$ cat config.mk
export PLATFORM = sky130hd
export DESIGN_NAME = multi_breather
export DESIGN_NICKNAME = d
export VERILOG_FILES = /design/src/rtl/multi_breather_pkg.sv /design/src/rtl/multi_breather_channel.sv /design/src/rtl/multi_breather.sv
export SDC_FILE = /design/constraint.sdc
export NUM_CORES = 1
export LEC_CHECK = 0
export ABC_CLOCK_PERIOD_IN_PS = 2700
export BUFFER_PORTS_ARGS = -buffer_cell sky130_fd_sc_hd__buf_4
export CAP_MARGIN = 20
export CORE_MARGIN = 3
export CORE_UTILIZATION = 50
export DETAILED_ROUTE_END_ITERATION = 10
export GPL_TIMING_DRIVEN = 1
export MAX_ROUTING_LAYER = met4
export PLACE_DENSITY = 0.67
export SYNTH_ARGS = -nofsm -noshare
export SYNTH_HDL_FRONTEND = slang
export SYNTH_SLANG_ARGS = --single-unit
$ cat constraint.sdc
create_clock -name clk -period 2.7 [get_ports clk]
set_input_delay 0 -clock clk [delete_from_list [all_inputs] [get_ports clk]]
set_output_delay 0 -clock clk [all_outputs]
set_load 0.02 [all_outputs]
$ cat src/rtl/multi_breather_pkg.sv
// Shared definitions for the multi-channel breathing/blink LED driver.
package multi_breather_pkg;

  typedef enum logic [1:0] {
    MODE_OFF     = 2'd0,
    MODE_ON      = 2'd1,
    MODE_BREATHE = 2'd2,
    MODE_BLINK   = 2'd3
  } mode_t;

endpackage

$ cat src/rtl/multi_breather_channel.sv
// One LED channel: ramp prescaler, triangle phase accumulator and registered
// PWM compare against the shared carrier.
module breath_channel
  import multi_breather_pkg::*;
#(
  parameter int PWM_BITS = 16,
  parameter int DIV_BITS = 10
) (
  input  logic                clk,
  input  logic                rst,
  input  logic                load,
  input  mode_t               load_mode,
  input  logic [DIV_BITS-1:0] load_rate,
  input  logic [PWM_BITS:0]   load_phase,
  input  logic [PWM_BITS-1:0] carrier,
  output logic                pwm
);

  mode_t               mode;
  logic [DIV_BITS-1:0] rate;
  logic [DIV_BITS-1:0] presc;
  logic [PWM_BITS:0]   phase;
  logic [PWM_BITS-1:0] level;
  logic                pwm_next;

  // Upper phase half counts the level back down, giving a triangle.
  always_comb begin
    level = phase[PWM_BITS] ? ~phase[PWM_BITS-1:0] : phase[PWM_BITS-1:0];
  end

  always_comb begin
    pwm_next = 1'b0;
    case (mode)
      MODE_OFF:     pwm_next = 1'b0;
      MODE_ON:      pwm_next = 1'b1;
      MODE_BREATHE: pwm_next = (carrier < level);
      MODE_BLINK:   pwm_next = phase[PWM_BITS];
      default:      pwm_next = 1'b0;
    endcase
  end

  always_ff @(posedge clk) begin
    if (rst) begin
      mode  <= MODE_OFF;
      rate  <= '0;
      presc <= '0;
      phase <= '0;
      pwm   <= 1'b0;
    end else begin
      pwm <= pwm_next;
      if (load) begin
        mode  <= load_mode;
        rate  <= load_rate;
        presc <= '0;
        phase <= load_phase;
      end else if (presc == rate) begin
        presc <= '0;
        phase <= phase + 1'b1;
      end else begin
        presc <= presc + 1'b1;
      end
    end
  end

endmodule

$ cat src/rtl/multi_breather.sv
// Multi-channel breathing/blink LED driver: shared PWM carrier, one pending
// configuration slot, and CH breath_channel instances.
module multi_breather
  import multi_breather_pkg::*;
#(
  parameter  int CH       = 3,
  parameter  int PWM_BITS = 16,
  parameter  int DIV_BITS = 10,
  localparam int CH_W     = (CH > 1) ? $clog2(CH) : 1
) (
  input  logic                clk,
  input  logic                rst,
  input  logic                cfg_valid,
  output logic                cfg_ready,
  input  logic [CH_W-1:0]     cfg_ch,
  input  logic [1:0]          cfg_mode,
  input  logic [DIV_BITS-1:0] cfg_rate,
  input  logic [PWM_BITS:0]   cfg_phase,
  output logic [CH-1:0]       pwm_out
);

  logic [PWM_BITS-1:0] carrier;
  logic                pending;
  logic [CH_W-1:0]     pend_ch;
  mode_t               pend_mode;
  logic [DIV_BITS-1:0] pend_rate;
  logic [PWM_BITS:0]   pend_phase;
  logic                accept;
  logic                commit;

  // Handshake: a transfer happens on any cycle with cfg_valid && cfg_ready;
  // cfg_ready stays low while the single pending slot is full and returns
  // the cycle after that slot commits at the carrier wrap.
  assign cfg_ready = ~pending;
  assign accept    = cfg_valid && cfg_ready;
  assign commit    = pending && (carrier == {PWM_BITS{1'b1}});

  always_ff @(posedge clk) begin
    if (rst) begin
      carrier    <= '0;
      pending    <= 1'b0;
      pend_ch    <= '0;
      pend_mode  <= MODE_OFF;
      pend_rate  <= '0;
      pend_phase <= '0;
    end else begin
      carrier <= carrier + 1'b1;
      if (accept) begin
        pending    <= 1'b1;
        pend_ch    <= cfg_ch;
        pend_mode  <= mode_t'(cfg_mode);
        pend_rate  <= cfg_rate;
        pend_phase <= cfg_phase;
      end else if (commit) begin
        pending <= 1'b0;
      end
    end
  end

  // An out-of-range pend_ch matches no instance, so its commit is a no-op.
  for (genvar i = 0; i < CH; i++) begin : g_ch
    breath_channel #(
      .PWM_BITS(PWM_BITS),
      .DIV_BITS(DIV_BITS)
    ) u_ch (
      .clk       (clk),
      .rst       (rst),
      .load      (commit && (pend_ch == CH_W'(i))),
      .load_mode (pend_mode),
      .load_rate (pend_rate),
      .load_phase(pend_phase),
      .carrier   (carrier),
      .pwm       (pwm_out[i])
    );
  end

endmodule
==> results of run 1 <==
## per-stage QoR
stage,instance area [um2],hold slack [ps],worst slack (ps)
6_report,10700,355,272
3_5_place_dp,9710,258,289
2_1_floorplan,9150,136,275
3_3_place_gp,9710,251,364
5_1_grt,10700,375,41.5
4_1_cts,10700,349,278
## path summary, 6_finish.rpt
path | startpoint | end | slack, ps
setup reg to reg | carrier[0] | g_ch[1].u_ch.phase[7] | 270
hold reg to reg | g_ch[2].u_ch.mode[1] | g_ch[2].u_ch.mode[1] | 460
setup / recovery | carrier[0] | g_ch[1].u_ch.phase[7] | 270
hold / removal | cfg_phase[5] | pend_phase[5] | 360
## repair_timing
item,CTS,global route
resized for setup,0,0
endpoints found under the hold margin,48,0
hold buffers,33,0
## layer usage
metal  part of all wire [%]  track usage (%)  routed length [um]  vias to the layer above
met5                      0                -                   0                        -
met4                    1.3             5.41                 333                        0
met3                    5.2             4.18                1280                       28
met2                     44             38.2               11000                      236
met1                     49             37.9               12100                     3859
li1                       -                -                   -                     4075
## power by group through the flow
stage                     sequential (uW)  combinational, uW  clock, uW
after global placement               2670                296          0
after detailed placement             2670                298          0
final                                2610                342       2510
after floorplan                      2620                198          0
after global routing                 2620                380       2640
after CTS                            2610                336       2540
## worst min-delay path: stages
cell and delay (ps):
dlygate4sd3_1 530, buf_4 100, nand2_1 30, a21oi_1 100
## cells in the mapped netlist, types with 10 or more instances
cell type | count | share of area [%]
o21ai_0 | 12 | 0.66
nand2_1 | 188 | 7.7
dfxtp_1 | 168 | 37
nand3_1 | 48 | 2.6
a21oi_1 | 94 | 5.1
o31ai_1 | 14 | 1.1
o21ai_1 | 10 | 0.55
clkbuf_1 | 46 | 1.9
nand4_1 | 25 | 1.7
and4_1 | 11 | 1.1
xor2_1 | 39 | 3.7
a311oi_1 | 27 | 2.6
or3_1 | 18 | 1.2
xnor2_1 | 81 | 7.8
inv_1 | 20 | 0.82
ha_1 | 52 | 7.1
and3_1 | 14 | 0.96
nor2_1 | 99 | 4.1
or4_1 | 18 | 1.5
a211oi_1 | 13 | 1.1
## final cells by class
type / count / area share, %
repair buffers: 103 / 8.15
inverters: 20 / 0.705
well taps: 225 / 2.64
clock inverters: 15 / 1.69
clock buffers: 17 / 3.99
multi-input cells: 864 / 51.2
flip-flops and latches: 168 / 31.6
## state kept, by name, summed over array words and instances (netlist names)
name and flops:
pend_rate 10, pend_phase 17, pending 1, pend_mode 2, g_ch.u_ch.phase 51, g_ch.u_ch.pwm 3, g_ch.u_ch.presc 30, g_ch.u_ch.rate 30
g_ch.u_ch.mode 6, pend_ch 2, carrier 16
## cell families after synthesis
kind of cell,Yosys count
buffers and inverters,82
flip-flops,168
multiplexers,9
XOR/XNOR,120
AND/OR/NAND/NOR,480
AO/OA/AOI/OAI,203
adder cells (fa/ha/maj),52
==> impl_metrics.ini, run 1 <==
[run_status]
run_status = finished, final reports clean

[die]
design.core.area_mm2 = 0.0176
initial_utilization_pct = 52.0
width_of_the_die_um = 141
rows = 48
die_area_mm2 = 0.0200
die_h_um = 141
pin_count = 38

[sta]
rsz_0062_raised_after_global_routing = no
final.setup.tns_ps = 0
final_hold_viol_count = 0
slew_headroom_pct = 39.8
worst_pin_slew_ps = 902
setup_violations = 0
worst_clock_skew_ps = 10.8
min_period_over_period_pct = 89.9
final_period_minus_worst_setup_slack_ps = 2430
slew_violations = 0
fmaxAchievable_mhz = 412

[pwr]
internal_power_uw = 4020
cellLeakagePower_uw = 0.00406
switchingPower_uw = 1450
p_clk_share_pct = 46.0
totalPowerFinal_uw = 5470
pwr-share-seq_pct = 47.8
sw_frac_of_total_pct = 26.5
peakVddDrop_uv = 488
p_per_area_mw_per_mm2 = 513
comb_power_share_pct = 6.2

[clock_network]
clkSlewWorstSetupHoldPaths_ps = 80
root_buffer = clkbuf_16
max-clock-path-buffers = 2
cts_inserted_buffers = 17
tritoncts = done
cts.sinks = 168
worstSkewPairLatency_ps = 440
cts.htree.levels = 4
postCtsSetupRepairBufs = 0

[synth]
yosys.area_share.xor_xnor_pct = 11.5
seq_area_frac_synth_pct = 36.7
mappedNetlistNets = 1200
fraction_of_the_mapped_netlist_area_in_compound_gates_pct = 14.1
synthAdderAreaFrac_pct = 7.11
synthSimpleGateAreaFrac_pct = 25.8
netlist_area_mm2 = 0.00915
postSynth.asyncResetShare_pct = 0
syn_inst = 1114
largest_family_of_logic_cells_by_synthesized_area = simple AND/OR/NAND/NOR gates
synth_edf_count = 0
flip_flop_and_latch_count_after_synthesis = 168
yosys.cell_types.count = 55
synth_mux_area_share_pct = 0.984
warnings_from_yosys = 0
postSynthAreaPerCell_um2 = 8.22
ys_dominant_reg_cell = dfxtp_1

[cells_and_area]
layout_common_cells = 188 x nand2_1, 168 x dfxtp_1, 99 x nor2_1
flow.area_growth_from_synthesis_pct = 16.3
fill_cells = 1523
fin_nets = 1260
stdcell_count = 1412
antenna_cells_inserted = 0
layout.area.seq_mm2 = 0.00336
multi_input_comb_area_mm2 = 0.00546
fraction_of_final_layout_cells_with_drive_strength_greater_than_1_pct = 10.2
layout.core_utilization_pct = 60.5
layout_commonest_cell = nand2_1

[global_route]
grt_overflow = 0
grt_max_degree = 121
via_count_of_the_first_global_routing_pass = 7503
grt_antenna_before_repair = 0
groute.usage.overall_pct = 26.0
grt_first_pass_wirelength_mm = 40.2

[setup_path]
critPathCaptureType = flop
slowest_delay_ps = 420
critical_path_arrival_ps = 2750
cpMostUsedCell = buf_4
setup.worst_path.class = reg -> reg
path_delay_family = simple AND/OR/NAND/NOR gates
cp.required_ps = 3020
cp_cell_sequence = ha_1 > nand3_1 > nor4_4 > buf_4 > and2_1 > buf_4 > nor4b_1 > a311o_1
worst-path-max-fanout = 22
reg2regPathDepth = 8
worst_path_slowest_cell = dfxtp_1
crit_path_start_kind = flop
crit_cells = 8
critical_path_buf_inv_count = 2

[routing]
detailroute.via_count = 8198
drt_pass1_iterations = 6
route.antenna.remaining_nets = 0
routed_wirelength_mm = 24.7
drt_first_iter_violations = 746
drcViolationCount = 0
post_drt_wl_per_cell_um = 17.5
route.detailed.vias_per_inst = 5.81

[placed_design]
io_buffers = 37
place.gp.congestion = 0.848
post-dp-hpwl_mm = 17.2
dp.cells = 1347

[hold_path]
worstHoldPathCells = 4
worstHoldPathType = in -> reg

[flow_run]
timing.max_cap.violations = 0
Power figures use the tool's default switching activity.
==> inputs of run 2 (changes only) <==
Settings changed: ABC_AREA set to 1.
==> impl_metrics.ini, run 2 <==
[cells_and_area]
fin_nets = 1606
layout_common_cells = 401 x nand2_1, 168 x dfxtp_1, 153 x nor2_1
antenna_cells_inserted = 0
layout.area.seq_mm2 = 0.00336
stdcell_count = 1793
largest_register_ff_count = 51
fill_cells = 1829
multi_input_comb_area_mm2 = 0.00585
fraction_of_final_layout_cells_with_drive_strength_greater_than_1_pct = 7.96
layout_commonest_cell = nand2_1
biggestRegsByFlops = g_ch.u_ch.phase (51), g_ch.u_ch.presc (30), g_ch.u_ch.rate (30)
flow.area_growth_from_synthesis_pct = 15.1
register_name_with_the_most_flops = g_ch.u_ch.phase

[global_route]
via_count_of_the_first_global_routing_pass = 8702
use_met3_pct = 4.57
grtUsageMet1_pct = 35.9
global_route_hottest_layer = met2
grtUsageMet2_pct = 41.5
grt_first_pass_wirelength_mm = 45.3
grt_max_degree = 81
grt_overflow = 0
grt_antenna_before_repair = 0
groute.usage.overall_pct = 26.6

[clock_network]
max-clock-path-buffers = 2
tritoncts = done
root_buffer = clkbuf_16
cts_hold_repair.buffers = 32
post_cts_resize_count = 0
cts.sinks = 168
cts.htree.levels = 4
cts_inserted_buffers = 17
clkSlewWorstSetupHoldPaths_ps = 70
postCtsSetupRepairBufs = 0
worstSkewPairLatency_ps = 430

[routing]
routed_wirelength_mm = 28.0
route.detailed.vias_per_inst = 5.35
post_drt_wl_per_cell_um = 15.6
drt_first_iter_violations = 783
drcViolationCount = 0
detailroute.via_count = 9597
route.antenna.remaining_nets = 0
drt_pass1_iterations = 6

[placed_design]
post-dp-hpwl_mm = 20.3
dp.cells = 1729
place.gp.congestion = 0.989
io_buffers = 37
dp_slack_ps = 371

[setup_path]
cp.required_ps = 3050
crit_path_start_kind = flop
critPathCaptureType = flop
critical_path_arrival_ps = 2770
worst-path-max-fanout = 14
setup.worst_path.class = reg -> reg

[die]
die_area_mm2 = 0.0216
initial_utilization_pct = 51.9
design.core.area_mm2 = 0.0191
rows = 50
die_h_um = 147
pin_count = 38
width_of_the_die_um = 147

[synth]
synth.area.top_cells = dfxtp_1 34%, nand2_1 15%, ha_1 6.5%
ys_dominant_reg_cell = dfxtp_1
synthSimpleGateAreaFrac_pct = 33.3
netlist_area_mm2 = 0.00994
yosys.area_share.xor_xnor_pct = 9.42
netlist_top_cells_count = 401 x nand2_1, 168 x dfxtp_1, 153 x nor2_1, 117 x a21oi_1, 117 x nand3_1
synth.largest_area_cell = dfxtp_1
syn_inst = 1464
synth_mux_area_share_pct = 0
largest_family_of_logic_cells_by_synthesized_area = simple AND/OR/NAND/NOR gates
postSynthAreaPerCell_um2 = 6.79
warnings_from_yosys = 0
yosysMostFrequentCell = nand2_1
yosys.cell_types.count = 35
mappedNetlistNets = 1550
synth_edf_count = 0
flip_flop_and_latch_count_after_synthesis = 168
fraction_of_the_mapped_netlist_area_in_compound_gates_pct = 9.61
seq_area_frac_synth_pct = 33.8
postSynth.asyncResetShare_pct = 0
synth_top_area_share_pct = 33.8
synthAdderAreaFrac_pct = 6.54

[sta]
rsz_0062_raised_after_global_routing = no
layout_setup_ws_ps = 286
worst_pin_slew_ps = 901
slew_violations = 0
final.setup.tns_ps = 0
worst_clock_skew_ps = 10.1
setup_violations = 0
final_period_minus_worst_setup_slack_ps = 2410
final_hold_viol_count = 0
slew_headroom_pct = 39.9
min_period_over_period_pct = 89.4
fmaxAchievable_mhz = 414

[pwr]
totalPowerFinal_uw = 5500
peakVddDrop_uv = 384
cellLeakagePower_uw = 0.00471
p_per_area_mw_per_mm2 = 481

[hold_path]
worstHoldPathType = in -> reg

[run_status]
run_status = finished, final reports clean

[flow_run]
timing.max_cap.violations = 0
-- run 2: changes by cell type in the layout (fill, tap and decap cells not counted), sizes merged, moves of 16 or more --
cell | before | now
nand4 | 25 | 55
xnor2 | 81 | 62
a21oi | 94 | 117
o21ai | 22 | 52
nor2 | 99 | 155
nand3 | 50 | 120
a311oi | 27 | 0
nor3 | 9 | 25
nand2 | 188 | 403
or3 | 18 | 0
inv | 29 | 114
or4 | 18 | 0
-- run 2: worst max-delay path, stage by stage (launching register included) --
cell and delay, ps:
dfxtp_1 380, ha_1 210, nand3_1 160, inv_1 100
nand4_1 100, nor2_2 380, nand3_1 200, buf_4 230
nand2_1 340, nand2_1 100, a21oi_1 140
-- run 2: final cells by class --
class	count	area share [%]
inverter	110	3.61
timing repair buffer	108	7.78
clock inverter	13	1.45
multi-input combinational	1115	51.1
sequential	168	29.4
tap	260	2.84
clock buffer	19	3.78
-- run 2: cell families after synthesis --
family,after synthesis
and+or+nand+nor,771
DFF,168
adders and majority gates,52
AOI/OAI and AO/OA,185
buffers and inverters,181
xor gates and xnor gates,107
-- run 2: worst paths after layout --
path | startpoint | endpoint | slack [ps] | depth (start not counted)
hold reg to reg | g_ch[0].u_ch.rate[1] | g_ch[0].u_ch.rate[1] | 470 | 2
setup reg to reg | carrier[0] | g_ch[0].u_ch.phase[7] | 290 | 10
hold / removal | rst | carrier[6] | 120 | 4
setup / recovery | carrier[0] | g_ch[0].u_ch.phase[7] | 290 | 10
-- run 2: routing by layer --
| metal | part of all wire, % | wire length [um] |
|---|---|---|
| met1 | 46 | 12900 |
| met2 | 46 | 12800 |
| met3 | 6.1 | 1700 |
| met4 | 2.1 | 582 |
| met5 | 0 | 0 |
-- run 2: stage by stage --
step	area, um2	hold slack (ps)	utilization (%)
after detailed placement	10500	227	55.0
after global placement	10500	221	55.0
after global routing	11400	146	59.8
after floorplan	9940	133	-
after CTS	11400	118	59.8
final	11400	121	59.8
-- run 2: power breakdown --
part | internal (uW) | switching [uW]
Clock | 1400 | 1120
Combinational | 154 | 216
Sequential | 2530 | 80.0
Total | 4080 | 1420
